**config.mk**
```make
export PLATFORM = sky130hd
export DESIGN_NAME = kista_cell_bist
export DESIGN_NICKNAME = d
export VERILOG_FILES = /design/src/rtl/kista_cell_bist.sv
export SDC_FILE = /design/constraint.sdc
export NUM_CORES = 1
export LEC_CHECK = 0
export BUFFER_PORTS_ARGS = -buffer_cell sky130_fd_sc_hd__buf_2
export CORE_MARGIN = 2
export CORE_UTILIZATION = 62
export DETAILED_ROUTE_END_ITERATION = 10
export GPL_ROUTABILITY_DRIVEN = 0
export GPL_TIMING_DRIVEN = 1
export HOLD_SLACK_MARGIN = 0.12
export PLACE_DENSITY_LB_ADDON = 0.08
export SETUP_SLACK_MARGIN = 0.4
export SLEW_MARGIN = 10
export SYNTH_ARGS = -nofsm -noshare
export SYNTH_HDL_FRONTEND = slang
export SYNTH_SLANG_ARGS = --single-unit
```
**constraint.sdc**
```tcl
create_clock -name CK -period 3.5 [get_ports CK]
set_input_delay 0.525 -clock CK [delete_from_list [all_inputs] [get_ports CK]]
set_output_delay 0.525 -clock CK [all_outputs]
set_load 0.01 [all_outputs]
```
**src/rtl/kista_cell_bist.sv**
```systemverilog
// KISTA cell-chain BIST: LFSR stimulus, MISR response compaction, golden compare.
// Define KISTA_BIST_SCANOUT_EN to add SHIFT/SO serial readout of the signature in DONE.
module kista_cell_bist #(
   parameter int                LFSR_W = 16,
   parameter logic [LFSR_W-1:0] SEED   = 16'hACE1,
   parameter int                NCYC   = 256,
   parameter int                LAT    = 2,
   parameter int                NRESP  = 4,
   parameter logic [LFSR_W-1:0] GOLDEN = 16'h0000
) (
   input  logic              CK,
   input  logic              R,
   input  logic              START,
   output logic [1:0]        STIM,
   input  logic [NRESP-1:0]  RESP,
   output logic              BUSY,
   output logic              DONE,
   output logic              PASS,
   output logic [LFSR_W-1:0] SIG
`ifdef KISTA_BIST_SCANOUT_EN
   ,
   output logic              SO,
   input  logic              SHIFT
`endif
);

   typedef enum logic [1:0] {S_IDLE, S_RUN, S_DRAIN, S_DONE} state_t;

   localparam logic [15:0] NCYC_LAST = 16'(NCYC - 1);
   localparam logic [15:0] LAT_LAST  = 16'(LAT - 1);
   localparam logic [7:0]  HIST_SEL  = 8'(1 << LAT);

   // Shared x^16+x^14+x^13+x^11+1 shift step for both LFSR and MISR
   function automatic logic [LFSR_W-1:0] step(input logic [LFSR_W-1:0] v);
      return {v[LFSR_W-2:0], v[15] ^ v[13] ^ v[12] ^ v[10]};
   endfunction

   state_t            state_q;
   logic [LFSR_W-1:0] lfsr_q, misr_q;
   logic [LFSR_W-1:0] misr_d, misr_nxt_d;
   logic [15:0]       cnt_q;
   logic [1:0]        stim_q;
   logic              busy_q, done_q, pass_q;
   logic [6:0]        hist_q;
   logic [7:0]        hist_d;
   logic              upd_d;

   // hist_d[k] says "the cycle k cycles ago was a RUN cycle"; its response lands now
   always_comb begin
      hist_d     = {hist_q, state_q == S_RUN};
      upd_d      = |(hist_d & HIST_SEL);
      misr_d     = step(misr_q) ^ LFSR_W'(RESP);
      misr_nxt_d = upd_d ? misr_d : misr_q;
   end

`ifdef KISTA_BIST_SCANOUT_EN
   logic so_q;
   assign SO = so_q;
`endif

   always_ff @(posedge CK) begin
      if (R) begin
         state_q <= S_IDLE;
         lfsr_q  <= SEED;
         misr_q  <= '0;
         cnt_q   <= '0;
         stim_q  <= 2'b00;
         busy_q  <= 1'b0;
         done_q  <= 1'b0;
         pass_q  <= 1'b0;
         hist_q  <= '0;
`ifdef KISTA_BIST_SCANOUT_EN
         so_q    <= 1'b0;
`endif
      end else begin
         hist_q <= hist_d[6:0];
         misr_q <= misr_nxt_d;
         case (state_q)
            S_IDLE, S_DONE: begin
               if (START) begin
                  // First stimulus goes out with the state change; LFSR is one step ahead
                  state_q <= S_RUN;
                  lfsr_q  <= step(SEED);
                  stim_q  <= SEED[1:0];
                  misr_q  <= '0;
                  cnt_q   <= '0;
                  busy_q  <= 1'b1;
                  done_q  <= 1'b0;
                  pass_q  <= 1'b0;
                  hist_q  <= '0;
               end
`ifdef KISTA_BIST_SCANOUT_EN
               else if (state_q == S_DONE && SHIFT) begin
                  misr_q <= {misr_q[LFSR_W-2:0], 1'b0};
                  so_q   <= misr_q[LFSR_W-1];
               end
`endif
            end
            S_RUN: begin
               if (cnt_q == NCYC_LAST) begin
                  cnt_q <= '0;
                  if (LAT == 0) begin
                     state_q <= S_DONE;
                     busy_q  <= 1'b0;
                     done_q  <= 1'b1;
                     pass_q  <= (misr_nxt_d == GOLDEN);
                  end else begin
                     state_q <= S_DRAIN;
                  end
               end else begin
                  cnt_q  <= cnt_q + 16'd1;
                  stim_q <= lfsr_q[1:0];
                  lfsr_q <= step(lfsr_q);
               end
            end
            S_DRAIN: begin
               if (cnt_q == LAT_LAST) begin
                  cnt_q   <= '0;
                  state_q <= S_DONE;
                  busy_q  <= 1'b0;
                  done_q  <= 1'b1;
                  pass_q  <= (misr_nxt_d == GOLDEN);
               end else begin
                  cnt_q <= cnt_q + 16'd1;
               end
            end
            default: state_q <= S_IDLE;
         endcase
      end
   end

   assign STIM = stim_q;
   assign BUSY = busy_q;
   assign DONE = done_q;
   assign PASS = pass_q;
   assign SIG  = misr_q;

endmodule
```
Word-level counts from Yosys, hierarchy flattened
Cells that the tools add are included.
Widths: inputs -> output; s select.
{ "op_classes": {"addsub": 1, "n_eq_ne": 9, "muxes": 26, "bitwise": 7, "reduce_logical": 8} }
{ "ops": {"columns": ["operator", "count"], "rows": [
  ["$mux 16", 8],
  ["$pmux 16 s3", 1],
  ["$pmux 16 s2", 1],
  ["$add 16x1->16 const B", 1],
  ["$eq 16x1->1 const B", 1],
  ["$eq 16x8->1 const B", 1],
  ["$logic_not 16->1", 1],
  ["$xor 16x4->16", 1],
  ["$mux 2", 6],
  ["$reduce_and 3->1", 3],
  ["$ne 2x2->1 const B", 3],
  ["$pmux 1 s2", 3],
  ["$pmux 2 s3", 1],
  ["$xor 1x1->1", 6],
  ["$mux 1", 5],
  ["$eq 2x2->1 const B", 2],
  ["$pmux 2 s2", 1],
  ["$reduce_bool 2->1", 2],
  ["$eq 2x1->1 const B", 1],
  ["$logic_not 2->1", 1],
  ["$ne 2x1->1 const B", 1],
  ["$reduce_or 2->1", 1]
]} }
{ "word_totals": {"register_bits": 57, "inputBits": 7, "output_inout_bits": 21, "word_cells": 60} }

Logic depth before layout (Yosys ltp)
Gate-level depths: netlist (run 1).
{ "depth": {"depth_word": 8, "mapped_depth": 8, "depth_no_buf": 7} }

Worst setup path before layout (run 1)
No wires, ideal clock.
{ "synth_timing": {"kind": "register to register", "startpoint": "register cnt_q[0]", "endpoint": "register cnt_q[3]", "setup_time_ns": 0.117, "arrival_time_ns": 1.993, "t_required_ns": 3.383, "slack_ns": 1.390, "stages_incl_launch_ff": 8, "path_buffers": 1, "synth_period_minus_slack_ns": 2.110, "path_cell_list": "dfxtp_1 > ha_1 > or4b_1 > o41ai_4 > a211oi_2 > buf_6 > a21o_1 > a22o_1"} }
{ "synth_between": {"elab_chain_cells": 3, "elab_cells_between_ends": 6, "classes_between": "add/sub (1); eq/ne (2); mux (3)"} }
{ "synth_rtl": {"columns": ["element", "line", "rtl"], "rows": [
  ["start: declaration", "41", "logic [15:0] cnt_q;"],
  ["start signal: assignment", "111", "cnt_q <= cnt_q + 16'd1;"],
  ["start signal: assignment", "124", "cnt_q <= cnt_q + 16'd1;"],
  ["$add 16x1->16, or another cell as far along", "111, 124", null],
  ["$mux 16 (on tied branches)", "117, 100", null],
  ["$pmux 16 s3 *", "78", "case (state_q)"]
]} }
Every way passes the cells marked *; elsewhere a longest branch is shown, timed or not.
A chain may end at the register's enable or synchronous reset.

Worst setup path in the final report (run 1)
{ "layout_timing": {"startpoint": "register cnt_q[0]", "endpoint": "register cnt_q[15]"} }
Same word-level chain as after synthesis.

==> results_tabular.tex, run 1 <==
\begin{tabular}{lr}
\hline
Metric & Value \\
\hline
\multicolumn{2}{l}{\textbf{STA}} \\
\quad Endpoints failing hold & 0 \\
\quad Min cycle time layout & 2.61 ns \\
\quad Hold slack & 0.419 ns \\
\quad Final setup violating endpoints & 0 \\
\quad Clock skew after layout & 0.00359 ns \\
\quad Total negative slack for setup checks & 0 ns \\
\quad Headroom to the max-slew limit & 22.1\% \\
\quad Post-route fraction of the period consumed by the critical path & 74.7\% \\
\quad Setup repair after global routing missed its margin & false \\
\quad Max-slew violation total from the final report & 0 \\
\quad Worst setup margin & 0.886 ns \\
\quad Achievable clock frequency & 383 MHz \\
\quad Transition time at the pin with the least slew margin & 1.17 ns \\
\multicolumn{2}{l}{\textbf{Worst setup path}} \\
\quad Register-to-register setup slack & 0.89 ns \\
\quad Reg2reg start & cnt\_q[0] \\
\quad Sum of buffers and inverters on the critical path & 1 \\
\quad Critical R2R Capture & cnt\_q[15] \\
\quad Arr. time, crit path & 2.82 ns \\
\quad Count of cell instances traversed by the critical path & 6 \\
\quad End of the critical path & cnt\_q[15] \\
\quad Worst Setup End Kind & flop \\
\quad Crit. Startpoint & cnt\_q[0] \\
\quad Sequence of cells on the critical path & ha\_1, nand3\_1, o41ai\_4, a211oi\_2, inv\_1, o311ai\_0 \\
\quad Worst setup path category & flop to flop \\
\quad Number of cells on the worst reg-to-reg path & 6 \\
\quad CP required & 3.71 ns \\
\quad Startpoint class of the critical path & flop \\
\quad CP peak stage delay & 0.97 ns \\
\quad Cell type group with the largest total delay on the critical path & compound AO/OA/AOI/OAI gates \\
\quad Critical-path cell with the highest stage delay & a211oi\_2 \\
\quad Crit path max fanout & 21 \\
\multicolumn{2}{l}{\textbf{Status}} \\
\quad Status & complete, no violations \\
\multicolumn{2}{l}{\textbf{Layout}} \\
\quad Final-stage net count & 309 \\
\quad Share of layout cells above drive strength 1 & 14.4\% \\
\quad Count of non-filler cells in the finished layout & 346 \\
\quad Diodes inserted & 0 \\
\quad Fill cell count & 290 \\
\quad Top library cells by usage in the layout, fill and taps aside & dfxtp\_1, nor2\_1, buf\_2 \\
\quad Most common cell after layout, fill and taps aside & dfxtp\_1 \\
\quad Layout-stage area growth over the synthesis result & 10.7\% \\
\multicolumn{2}{l}{\textbf{Clock network}} \\
\quad Total clock buffers created by CTS & 5 \\
\quad Total number of clock tree sinks & 55 \\
\quad Root buffer cell & clkbuf\_8 \\
\quad Cells resized by post-CTS repair & 0 \\
\quad Register clock-pin slew on the reported worst setup and hold paths & 0.10 ns \\
\quad Cts-stage hold buffer count & 0 \\
\quad Number of buffers added for setup after CTS & 0 \\
\quad Level count of the clock H-tree & 2 \\
\quad Clock latency on the worst-skew pair & 0.30 ns \\
\quad TritonCTS clock tree & done \\
\quad Deepest clock path buffer count & 2 \\
\multicolumn{2}{l}{\textbf{Route}} \\
\quad Routed wire length per instance & 14.1 um \\
\quad Detailed-router iteration count before antenna repair & 4 \\
\quad Number of vias after detailed routing & 2,021 \\
\quad Detailed-route wire length & 4890 um \\
\quad DRC Markers & 0 \\
\quad Number of routed nets with antenna violations & 0 \\
\quad 1st-iter DRT viols & 162 \\
\quad Vias per cell & 5.84 \\
\multicolumn{2}{l}{\textbf{Synthesis}} \\
\quad Leading register cell type out of synthesis & dfxtp\_1 \\
\quad Synthesized cell area & 0.00248 mm2 \\
\quad Post-synthesis area per instance & 8.98 um2 \\
\quad Fraction of the yosys area taken by sequential cells & 44.4\% \\
\quad Post-synthesis sequential element count & 55 \\
\quad Nets in the synthesized netlist & 288 \\
\quad Number of flops mapped to enable cells by yosys & 0 \\
\quad Gate Count Post-Synth & 276 \\
\quad Distinct cells, synth & 41 \\
\quad Number of warnings printed during yosys synthesis & 0 \\
\quad Ys async rst share & 0\% \\
\multicolumn{2}{l}{\textbf{Floorplan}} \\
\quad Count of standard-cell rows & 22 \\
\quad Area of the die & 0.00452 mm2 \\
\quad Initial Util & 66.2\% \\
\quad Die outline width & 67.2 um \\
\quad Num ports & 28 \\
\quad Die extent in y & 67.2 um \\
\quad Core Area & 0.00374 mm2 \\
\multicolumn{2}{l}{\textbf{Placed design}} \\
\quad Count of buffers inserted at the top-level ports & 27 \\
\quad Worst-case setup slack after placement & 0.892 ns \\
\quad Number of cells after detailed placement & 338 \\
\quad Detailed-placement wirelength estimate & 3380 um \\
\multicolumn{2}{l}{\textbf{GRT}} \\
\quad Antenna violations before repair & 0 \\
\quad GR Overflow Total & 0 \\
\quad Vias in the first global route & 1,805 \\
\quad Wire length of the first global-routing pass & 8090 um \\
\quad Pin count of the biggest net entering global routing & 33 \\
\quad Global routing usage summed across all routing layers & 23.4\% \\
\multicolumn{2}{l}{\textbf{Flow run}} \\
\quad Max-cap violations & 0 \\
\multicolumn{2}{l}{\textbf{Pwr}} \\
\quad Lkg Pwr & 1.02 nW \\
\quad Highest ir drop seen on vdd & 0.469 mV \\
\quad Total power & 1.99 mW \\
\quad Cell area power density & 726 mW/mm2 \\
\multicolumn{2}{l}{\textbf{Worst hold path}} \\
\quad Worst min path class & flop to flop \\
\hline
\end{tabular}
## metrics by stage
step           util, %  instance area, um2
2_1_floorplan        -                2480
3_3_place_gp      69.6                2610
3_5_place_dp      69.6                2610
4_1_cts           73.3                2740
5_1_grt           73.3                2740
6_report          73.3                2740
## synth_stat cells (4+ instances only)
cell / n / area (um2)
a211oi_1: 4 / 30.0
a21oi_1: 13 / 65.1
a221o_1: 4 / 40.0
a22oi_1: 5 / 37.5
a31oi_1: 6 / 37.5
clkbuf_1: 7 / 26.3
dfxtp_1: 55 / 1100
ha_1: 5 / 62.6
inv_1: 9 / 33.8
mux2i_1: 17 / 170
nand2_1: 18 / 67.6
nand2b_1: 10 / 62.6
nand3_1: 10 / 50.1
nand4_1: 6 / 37.5
nor2_1: 44 / 165
nor3_1: 6 / 30.0
nor4_1: 4 / 25.0
o21ai_0: 7 / 35.0
o22ai_1: 5 / 31.3
xnor2_1: 9 / 78.8
## flip-flops by register name (all words and copies together), names as in the netlist
signal / cells
cnt_q: 16
hist_q: 2
SIG: 16
state_q: 2
lfsr_q: 16
PASS: 1
BUSY: 1
DONE: 1
## cell families (layout without fill, tap and decap cells)
group	Yosys count	in the layout	synth area share [%]
compound gates	56	56	16.9
xor+xnor	10	10	3.54
fa+ha+maj	5	5	2.53
buf+inv	22	44	4.04
flops	55	55	44.4
mux	17	17	6.87
simple gates	111	111	21.7
## worst min path at each step
stage	from	end	slack, ns	cells after the start
2_1_floorplan	hist_q[0]	hist_q[1]	0.39	2
3_3_place_gp	hist_q[0]	hist_q[1]	0.40	2
3_5_place_dp	hist_q[0]	hist_q[1]	0.40	2
4_1_cts	hist_q[0]	hist_q[1]	0.42	2
5_1_grt	hist_q[0]	hist_q[1]	0.45	2
6_report	hist_q[0]	hist_q[1]	0.42	2
## layout make-up
cell class | count | area (um2) | share of cell area [%]
clock buffers | 5 | 68.8 | 2.51
clock inverters | 3 | 67.6 | 2.46
inverters | 9 | 33.8 | 1.23
multi-input cells | 199 | 1280 | 46.5
flip-flops and latches | 55 | 1100 | 40.1
well taps | 48 | 60.1 | 2.19
repair buffers | 27 | 135 | 4.93
## per-layer routing
metal	vias to the layer above	share of wire (%)	routed length (um)	global-route usage, %
met1	965	47	2280	29.6
met3	6	3.1	151	3.67
met5	-	0	0	0
met2	32	50	2430	41.6
li1	1018	-	-	-
met4	0	0.51	25	6.12
## power breakdown
group / switching, mW / internal, mW
clock network: 0.210 / 0.285
logic: 0.417 / 0.282
registers: 0.0763 / 0.720
total: 0.703 / 1.29
## tightest hold or removal path, stage by stage (launching register included)
cell,delay [ns]
dfxtp_1,0.31
inv_1,0.04
nor2_1,0.03
No activity file was read; power rests on OpenSTA's default activity.
==> run 2: changes to the inputs <==
Settings changed: CORE_UTILIZATION 62 to 52.
Clock period 3.5 ns to 2.4 ns, I/O delays scaled along.
==> results_tabular.tex, run 2 (synthesis gave the netlist of run 1 again) <==
\begin{tabular}{lr}
\hline
Metric & Value \\
\hline
\multicolumn{2}{l}{\textbf{Route}} \\
\quad Detailed-route wire length & 5450 um (was 4890 um) \\
\quad Number of routed nets with antenna violations & 0 (unchanged) \\
\quad 1st-iter DRT viols & 78 (was 162) \\
\quad Number of vias after detailed routing & 2,096 (was 2,021) \\
\quad Routed wire length per instance & 14.5 um (was 14.1 um) \\
\quad DRC Markers & 0 (unchanged) \\
\quad Vias per cell & 5.59 (was 5.84) \\
\quad Detailed-router iteration count before antenna repair & 4 (unchanged) \\
\multicolumn{2}{l}{\textbf{Clock network}} \\
\quad Deepest clock path buffer count & 2 (unchanged) \\
\quad Root buffer cell & clkbuf\_8 (unchanged) \\
\quad Register clock-pin slew on the reported worst setup and hold paths & 0.10 ns (about the same) \\
\quad TritonCTS clock tree & done (unchanged) \\
\quad Level count of the clock H-tree & 2 (unchanged) \\
\quad Total number of clock tree sinks & 55 (unchanged) \\
\quad Cts-stage hold buffer count & 0 (unchanged) \\
\quad Total clock buffers created by CTS & 5 (unchanged) \\
\quad Clock latency on the worst-skew pair & 0.31 ns (was 0.30 ns) \\
\multicolumn{2}{l}{\textbf{STA}} \\
\quad Final setup violating endpoints & 0 (unchanged) \\
\quad Endpoints failing hold & 0 (unchanged) \\
\quad Setup repair after global routing missed its margin & true (was false) \\
\quad Transition time at the pin with the least slew margin & 0.670 ns (was 1.17 ns) \\
\quad Headroom to the max-slew limit & 55.0\% (was 22.1\%) \\
\quad Max-slew violation total from the final report & 0 (unchanged) \\
\quad Total negative slack for setup checks & 0 ns (unchanged) \\
\quad Post-route fraction of the period consumed by the critical path & 87.4\% (was 74.7\%) \\
\quad Achievable clock frequency & 477 MHz (was 383 MHz) \\
\quad Min cycle time layout & 2.10 ns (was 2.61 ns) \\
\quad Clock skew after layout & 0.00710 ns (was 0.00359 ns) \\
\multicolumn{2}{l}{\textbf{Floorplan}} \\
\quad Initial Util & 53.2\% (was 66.2\%) \\
\quad Core Area & 0.00466 mm2 (was 0.00374 mm2) \\
\quad Die outline width & 73.0 um (was 67.2 um) \\
\quad Count of standard-cell rows & 25 (was 22) \\
\quad Die extent in y & 73.0 um (was 67.2 um) \\
\quad Area of the die & 0.00533 mm2 (was 0.00452 mm2) \\
\quad Num ports & 28 (unchanged) \\
\multicolumn{2}{l}{\textbf{Worst setup path}} \\
\quad Number of cells on the worst reg-to-reg path & 7 (was 6) \\
\quad Crit path max fanout & 4 (was 21) \\
\quad Worst Setup End Kind & flop (unchanged) \\
\quad Crit. Startpoint & cnt\_q[0] (unchanged) \\
\quad Register-to-register setup slack & 0.30 ns (was 0.89 ns) \\
\quad Worst setup path category & flop to flop (unchanged) \\
\quad Critical-path cell with the highest stage delay & or4b\_4 (was a211oi\_2) \\
\quad End of the critical path & state\_q[0] (was cnt\_q[15]) \\
\quad Sum of buffers and inverters on the critical path & 1 (unchanged) \\
\quad Reg2reg start & cnt\_q[0] (unchanged) \\
\quad Sequence of cells on the critical path & ha\_4, or4b\_4, o41ai\_4, buf\_4, nand2\_4, or3\_1, a21oi\_2 (was ha\_1, nand3\_1, o41ai\_4, a211oi\_2, inv\_1, o311ai\_0) \\
\quad Arr. time, crit path & 2.34 ns (was 2.82 ns) \\
\quad Startpoint class of the critical path & flop (unchanged) \\
\quad Critical R2R Capture & state\_q[0] (was cnt\_q[15]) \\
\quad Count of cell instances traversed by the critical path & 7 (was 6) \\
\quad Cell type group with the largest total delay on the critical path & simple AND/OR/NAND/NOR gates (was compound AO/OA/AOI/OAI gates) \\
\quad CP peak stage delay & 0.47 ns (was 0.97 ns) \\
\quad CP required & 2.64 ns (was 3.71 ns) \\
\multicolumn{2}{l}{\textbf{Worst hold path}} \\
\quad Worst min path class & primary input to flop (was flop to flop) \\
\quad Worst Hold Depth & 3 (was 2) \\
\multicolumn{2}{l}{\textbf{Layout}} \\
\quad Most common cell after layout, fill and taps aside & dfxtp\_1 (unchanged) \\
\quad Final-stage net count & 332 (was 309) \\
\quad Top library cells by usage in the layout, fill and taps aside & dfxtp\_1, nor2\_1, buf\_2 (unchanged) \\
\quad Post-Route Utilization & 67.6\% (was 73.3\%) \\
\quad Share of layout cells above drive strength 1 & 35.2\% (was 14.4\%) \\
\quad Fill cell count & 380 (was 290) \\
\quad Diodes inserted & 0 (unchanged) \\
\quad Register Area & 0.00111 mm2 (was 0.00110 mm2) \\
\quad Area occupied by multi-input gates & 0.00151 mm2 (was 0.00128 mm2) \\
\quad Layout-stage area growth over the synthesis result & 27.1\% (was 10.7\%) \\
\multicolumn{2}{l}{\textbf{GRT}} \\
\quad Wire length of the first global-routing pass & 8500 um (was 8090 um) \\
\quad Vias in the first global route & 1,854 (was 1,805) \\
\quad Pin count of the biggest net entering global routing & 32 (was 33) \\
\quad GR Overflow Total & 0 (unchanged) \\
\quad Global routing usage summed across all routing layers & 20.2\% (was 23.4\%) \\
\quad Antenna violations before repair & 0 (unchanged) \\
\multicolumn{2}{l}{\textbf{Pwr}} \\
\quad Cell area power density & 1050 mW/mm2 (was 726 mW/mm2) \\
\quad Proportion of power drawn by the clock network & 15.7\% (was 24.9\%) \\
\quad Internal cell power & 2.03 mW (was 1.29 mW) \\
\quad Reg power frac & 35.4\% (was 40.0\%) \\
\quad Fraction of power consumed by combinational cells & 48.9\% (was 35.1\%) \\
\quad Lkg Pwr & 1.15 nW (was 1.02 nW) \\
\quad Fraction of power spent switching nets & 38.9\% (was 35.3\%) \\
\quad Psw & 1.29 mW (was 0.703 mW) \\
\quad Highest ir drop seen on vdd & 0.808 mV (was 0.469 mV) \\
\multicolumn{2}{l}{\textbf{Flow run}} \\
\quad Max-cap violations & 0 (unchanged) \\
\multicolumn{2}{l}{\textbf{Placed design}} \\
\quad Count of buffers inserted at the top-level ports & 27 (unchanged) \\
\quad Detailed-placement wirelength estimate & 3410 um (was 3380 um) \\
\multicolumn{2}{l}{\textbf{Status}} \\
\quad Status & complete, no violations (unchanged) \\
\hline
\end{tabular}
run 2: stage by stage:
step                      worst slack, ns  std cells  hold WS (ns)  instance area (um2)  total power, mW
after global routing                0.227        375         0.399                 3150             3.52
after global placement              0.150        354         0.400                 2690             2.27
after floorplan                     0.338        276         0.394                 2480             2.00
final                               0.304        375         0.382                 3150             3.32
after detailed placement           0.0680        354         0.401                 2690             2.27
after CTS                           0.332        370         0.376                 2960             3.06
run 2: worst min path at each step:
stage,slack (ns),from,end
6_report,0.38,RESP[2],SIG[2]
5_1_grt,0.40,RESP[2],SIG[2]
4_1_cts,0.38,RESP[1],SIG[1]
3_5_place_dp,0.40,hist_q[0],hist_q[1]
3_3_place_gp,0.40,hist_q[0],hist_q[1]
2_1_floorplan,0.39,hist_q[0],hist_q[1]
run 2: area by class of cell:
class | count | area share [%]
clock buffers | 5 | 2.19
clock inverters | 3 | 0.795
inverters | 9 | 1.07
multi-input cells | 199 | 47.9
flip-flops and latches | 55 | 35.3
well taps | 54 | 2.15
repair buffers | 50 | 10.6
run 2: timing repair:
action,4_1_cts,5_1_grt
gates resized for setup,35,37
setup buffers,8,5
endpoints found under the setup margin,35,36
pin swaps,7,23
run 2: tightest hold or removal path: stages:
cell	delay [ns]
buf_2	0.08
xnor2_1	0.13
a211oi_1	0.07
run 2: layer usage:
| metal | up-vias | GRT usage, % | wire length, um |
|---|---|---|---|
| met4 | 0 | 8.44 | 99 |
| li1 | 1069 | - | - |
| met1 | 979 | 26.4 | 2490 |
| met2 | 38 | 32.1 | 2640 |
| met5 | - | 0 | 0 |
| met3 | 10 | 4.42 | 221 |
run 2: power by group through the flow:
stage	registers [mW]	logic, mW	clock network (mW)
floorplan	1.16	0.842	0
global placement	1.17	1.10	0
detailed placement	1.17	1.10	0
CTS	1.15	1.37	0.537
global route	1.19	1.76	0.573
finish	1.17	1.62	0.522
==> run 3: changes to the inputs <==
Settings changed: PLACE_DENSITY_LB_ADDON 0.08 to 0.25, RECOVER_POWER set to 50.
==> results_tabular.tex, run 3 (synthesis gave the netlist of run 1 again) <==
\begin{tabular}{lr}
\hline
Metric & Value \\
\hline
\multicolumn{2}{l}{\textbf{Pwr}} \\
\quad Lkg Pwr & 1.09 nW (was 1.15 nW) \\
\quad Highest ir drop seen on vdd & 0.650 mV (was 0.808 mV) \\
\quad Cell area power density & 1090 mW/mm2 (was 1050 mW/mm2) \\
\multicolumn{2}{l}{\textbf{Worst setup path}} \\
\quad Critical R2R Capture & cnt\_q[3] (was state\_q[0]) \\
\quad Worst Setup End Kind & flop (unchanged) \\
\quad Sequence of cells on the critical path & or4\_4, o41ai\_4, buf\_4, a211oi\_4, buf\_6, a21o\_1, a22o\_1 (was ha\_4, or4b\_4, o41ai\_4, buf\_4, nand2\_4, or3\_1, a21oi\_2) \\
\quad Crit path max fanout & 5 (was 4) \\
\quad Crit. Startpoint & cnt\_q[12] (was cnt\_q[0]) \\
\quad Register-to-register setup slack & 0.25 ns (was 0.30 ns) \\
\quad Critical-path cell with the highest stage delay & or4\_4 (was or4b\_4) \\
\quad CP required & 2.59 ns (was 2.64 ns) \\
\quad Number of cells on the worst reg-to-reg path & 7 (unchanged) \\
\quad Worst setup path category & flop to flop (unchanged) \\
\quad Arr. time, crit path & 2.35 ns (was 2.34 ns) \\
\quad Reg2reg start & cnt\_q[12] (was cnt\_q[0]) \\
\quad Startpoint class of the critical path & flop (unchanged) \\
\quad End of the critical path & cnt\_q[3] (was state\_q[0]) \\
\quad CP peak stage delay & 0.58 ns (was 0.47 ns) \\
\multicolumn{2}{l}{\textbf{Floorplan}} \\
\quad Initial Util & 53.2\% (unchanged) \\
\quad Die outline width & 73.0 um (unchanged) \\
\quad Area of the die & 0.00533 mm2 (unchanged) \\
\quad Num ports & 28 (unchanged) \\
\quad Die extent in y & 73.0 um (unchanged) \\
\quad Core Area & 0.00466 mm2 (unchanged) \\
\quad Count of standard-cell rows & 25 (unchanged) \\
\multicolumn{2}{l}{\textbf{Clock network}} \\
\quad Deepest clock path buffer count & 2 (unchanged) \\
\quad Register clock-pin slew on the reported worst setup and hold paths & 0.10 ns (about the same) \\
\quad Clock latency on the worst-skew pair & 0.30 ns (was 0.31 ns) \\
\quad TritonCTS clock tree & done (unchanged) \\
\quad Level count of the clock H-tree & 2 (unchanged) \\
\quad Total clock buffers created by CTS & 5 (unchanged) \\
\quad Total number of clock tree sinks & 55 (unchanged) \\
\quad Root buffer cell & clkbuf\_8 (unchanged) \\
\multicolumn{2}{l}{\textbf{Route}} \\
\quad Detailed-router iteration count before antenna repair & 5 (was 4) \\
\quad Number of routed nets with antenna violations & 0 (unchanged) \\
\quad Vias per cell & 5.69 (was 5.59) \\
\quad Routed wire length per instance & 15.1 um (was 14.5 um) \\
\quad DRC Markers & 0 (unchanged) \\
\quad Detailed-route wire length & 5710 um (was 5450 um) \\
\quad Number of vias after detailed routing & 2,152 (was 2,096) \\
\quad 1st-iter DRT viols & 98 (was 78) \\
\multicolumn{2}{l}{\textbf{STA}} \\
\quad Min cycle time layout & 2.15 ns (was 2.10 ns) \\
\quad Endpoints failing hold & 0 (unchanged) \\
\quad Worst setup margin & 0.247 ns (was 0.304 ns) \\
\quad Clock skew after layout & 0.00606 ns (was 0.00710 ns) \\
\quad Setup repair after global routing missed its margin & true (unchanged) \\
\quad Post-route fraction of the period consumed by the critical path & 89.7\% (was 87.4\%) \\
\quad Transition time at the pin with the least slew margin & 0.537 ns (was 0.670 ns) \\
\quad Max-slew violation total from the final report & 0 (unchanged) \\
\quad Hold slack & 0.395 ns (was 0.382 ns) \\
\quad Achievable clock frequency & 464 MHz (was 477 MHz) \\
\quad Final setup violating endpoints & 0 (unchanged) \\
\quad Total negative slack for setup checks & 0 ns (unchanged) \\
\quad Headroom to the max-slew limit & 64.2\% (was 55.0\%) \\
\multicolumn{2}{l}{\textbf{Layout}} \\
\quad Layout-stage area growth over the synthesis result & 26.4\% (was 27.1\%) \\
\quad Most common cell after layout, fill and taps aside & dfxtp\_1 (unchanged) \\
\quad Final-stage net count & 335 (was 332) \\
\quad Post-route cell area & 0.00313 mm2 (was 0.00315 mm2) \\
\quad Fill cell count & 383 (was 380) \\
\quad Diodes inserted & 0 (unchanged) \\
\quad Share of layout cells above drive strength 1 & 27.2\% (was 35.2\%) \\
\quad Top library cells by usage in the layout, fill and taps aside & dfxtp\_1, nor2\_1, clkbuf\_1 (was dfxtp\_1, nor2\_1, buf\_2) \\
\quad Post-Route Utilization & 67.2\% (was 67.6\%) \\
\multicolumn{2}{l}{\textbf{Status}} \\
\quad Status & complete, no violations (unchanged) \\
\multicolumn{2}{l}{\textbf{Placed design}} \\
\quad Count of buffers inserted at the top-level ports & 27 (unchanged) \\
\quad Placed cell area & 0.00269 mm2 (unchanged) \\
\quad Detailed-placement wirelength estimate & 3430 um (was 3410 um) \\
\quad Worst-case setup slack after placement & 0.152 ns (was 0.0680 ns) \\
\multicolumn{2}{l}{\textbf{GRT}} \\
\quad Wire length of the first global-routing pass & 9460 um (was 8500 um) \\
\quad Global routing usage summed across all routing layers & 22.4\% (was 20.2\%) \\
\quad Vias in the first global route & 2,087 (was 1,854) \\
\quad GR Overflow Total & 0 (unchanged) \\
\quad Pin count of the biggest net entering global routing & 32 (unchanged) \\
\quad Antenna violations before repair & 0 (unchanged) \\
\multicolumn{2}{l}{\textbf{Flow run}} \\
\quad Max-cap violations & 0 (unchanged) \\
\multicolumn{2}{l}{\textbf{Worst hold path}} \\
\quad Worst min path class & primary input to flop (unchanged) \\
\hline
\end{tabular}
-- run 3: cell types whose count changed in the layout (fill, tap and decap cells not counted), moves of 2 or more --
cell,previous run,this run
a21oi_1,2,9
a21oi_2,10,3
a22oi_1,1,3
a22oi_2,4,2
buf_2,27,8
buf_4,16,19
buf_6,7,5
bufinv_16,0,2
clkbuf_1,0,22
clkinv_4,2,0
dfxtp_2,3,5
nor3_1,5,3
nor3_2,1,3
-- run 3: worst min-delay path by stage --
stage | from | end | depth (start not counted)
6_report | RESP[1] | SIG[1] | 3
5_1_grt | RESP[1] | SIG[1] | 3
4_1_cts | RESP[2] | SIG[2] | 3
3_5_place_dp | hist_q[0] | hist_q[1] | 2
3_3_place_gp | hist_q[0] | hist_q[1] | 2
2_1_floorplan | hist_q[0] | hist_q[1] | 2
-- run 3: area by class of cell --
class | count | area [um2] | area share (%)
clock buffer | 6 | 72.6 | 2.32
clock inverter | 2 | 60.1 | 1.92
inverter | 9 | 36.3 | 1.16
multi-input combinational | 199 | 1470 | 46.8
sequential | 55 | 1110 | 35.5
tap | 54 | 67.6 | 2.16
timing repair buffer | 53 | 318 | 10.2
-- run 3: through the flow --
step	cells	power, mW
floorplan	276	2.00
global placement	354	2.23
finish	378	3.40
global route	378	3.60
CTS	375	3.20
detailed placement	354	2.25
-- run 3: routing by layer --
layer  global-route usage (%)  share of wire, %  vias to the layer above
met4                     10.9               1.8                        0
met1                     28.0                43                     1031
met5                        0                 0                        -
met2                     36.6                52                       42
li1                         -                 -                     1069
met3                     4.28               3.1                       10
-- run 3: worst max-delay path: cells and delay by family, from the launching register on --
kind                   cells  cell delay (ns)
AOI/OAI and AO/OA          4             0.77
and+or+nand+nor            1             0.58
buffers and inverters      2             0.35
DFF                        1             0.34
-- run 3: repair_timing --
action                                  CTS  global route
gates cloned                              1             1
setup buffers                            12             2
pin swaps                                10            18
resized for setup                        23            40
hold buffers                              0             0
endpoints found under the setup margin   33            36
-- run 3: where the power goes --
part           leakage [nW]  total [mW]  switching (mW)  internal, mW
Combinational         0.577        1.54           0.851         0.690
Sequential            0.450        1.16           0.102          1.05
Clock                0.0654       0.700           0.283         0.417
Total                  1.09        3.40            1.24          2.16
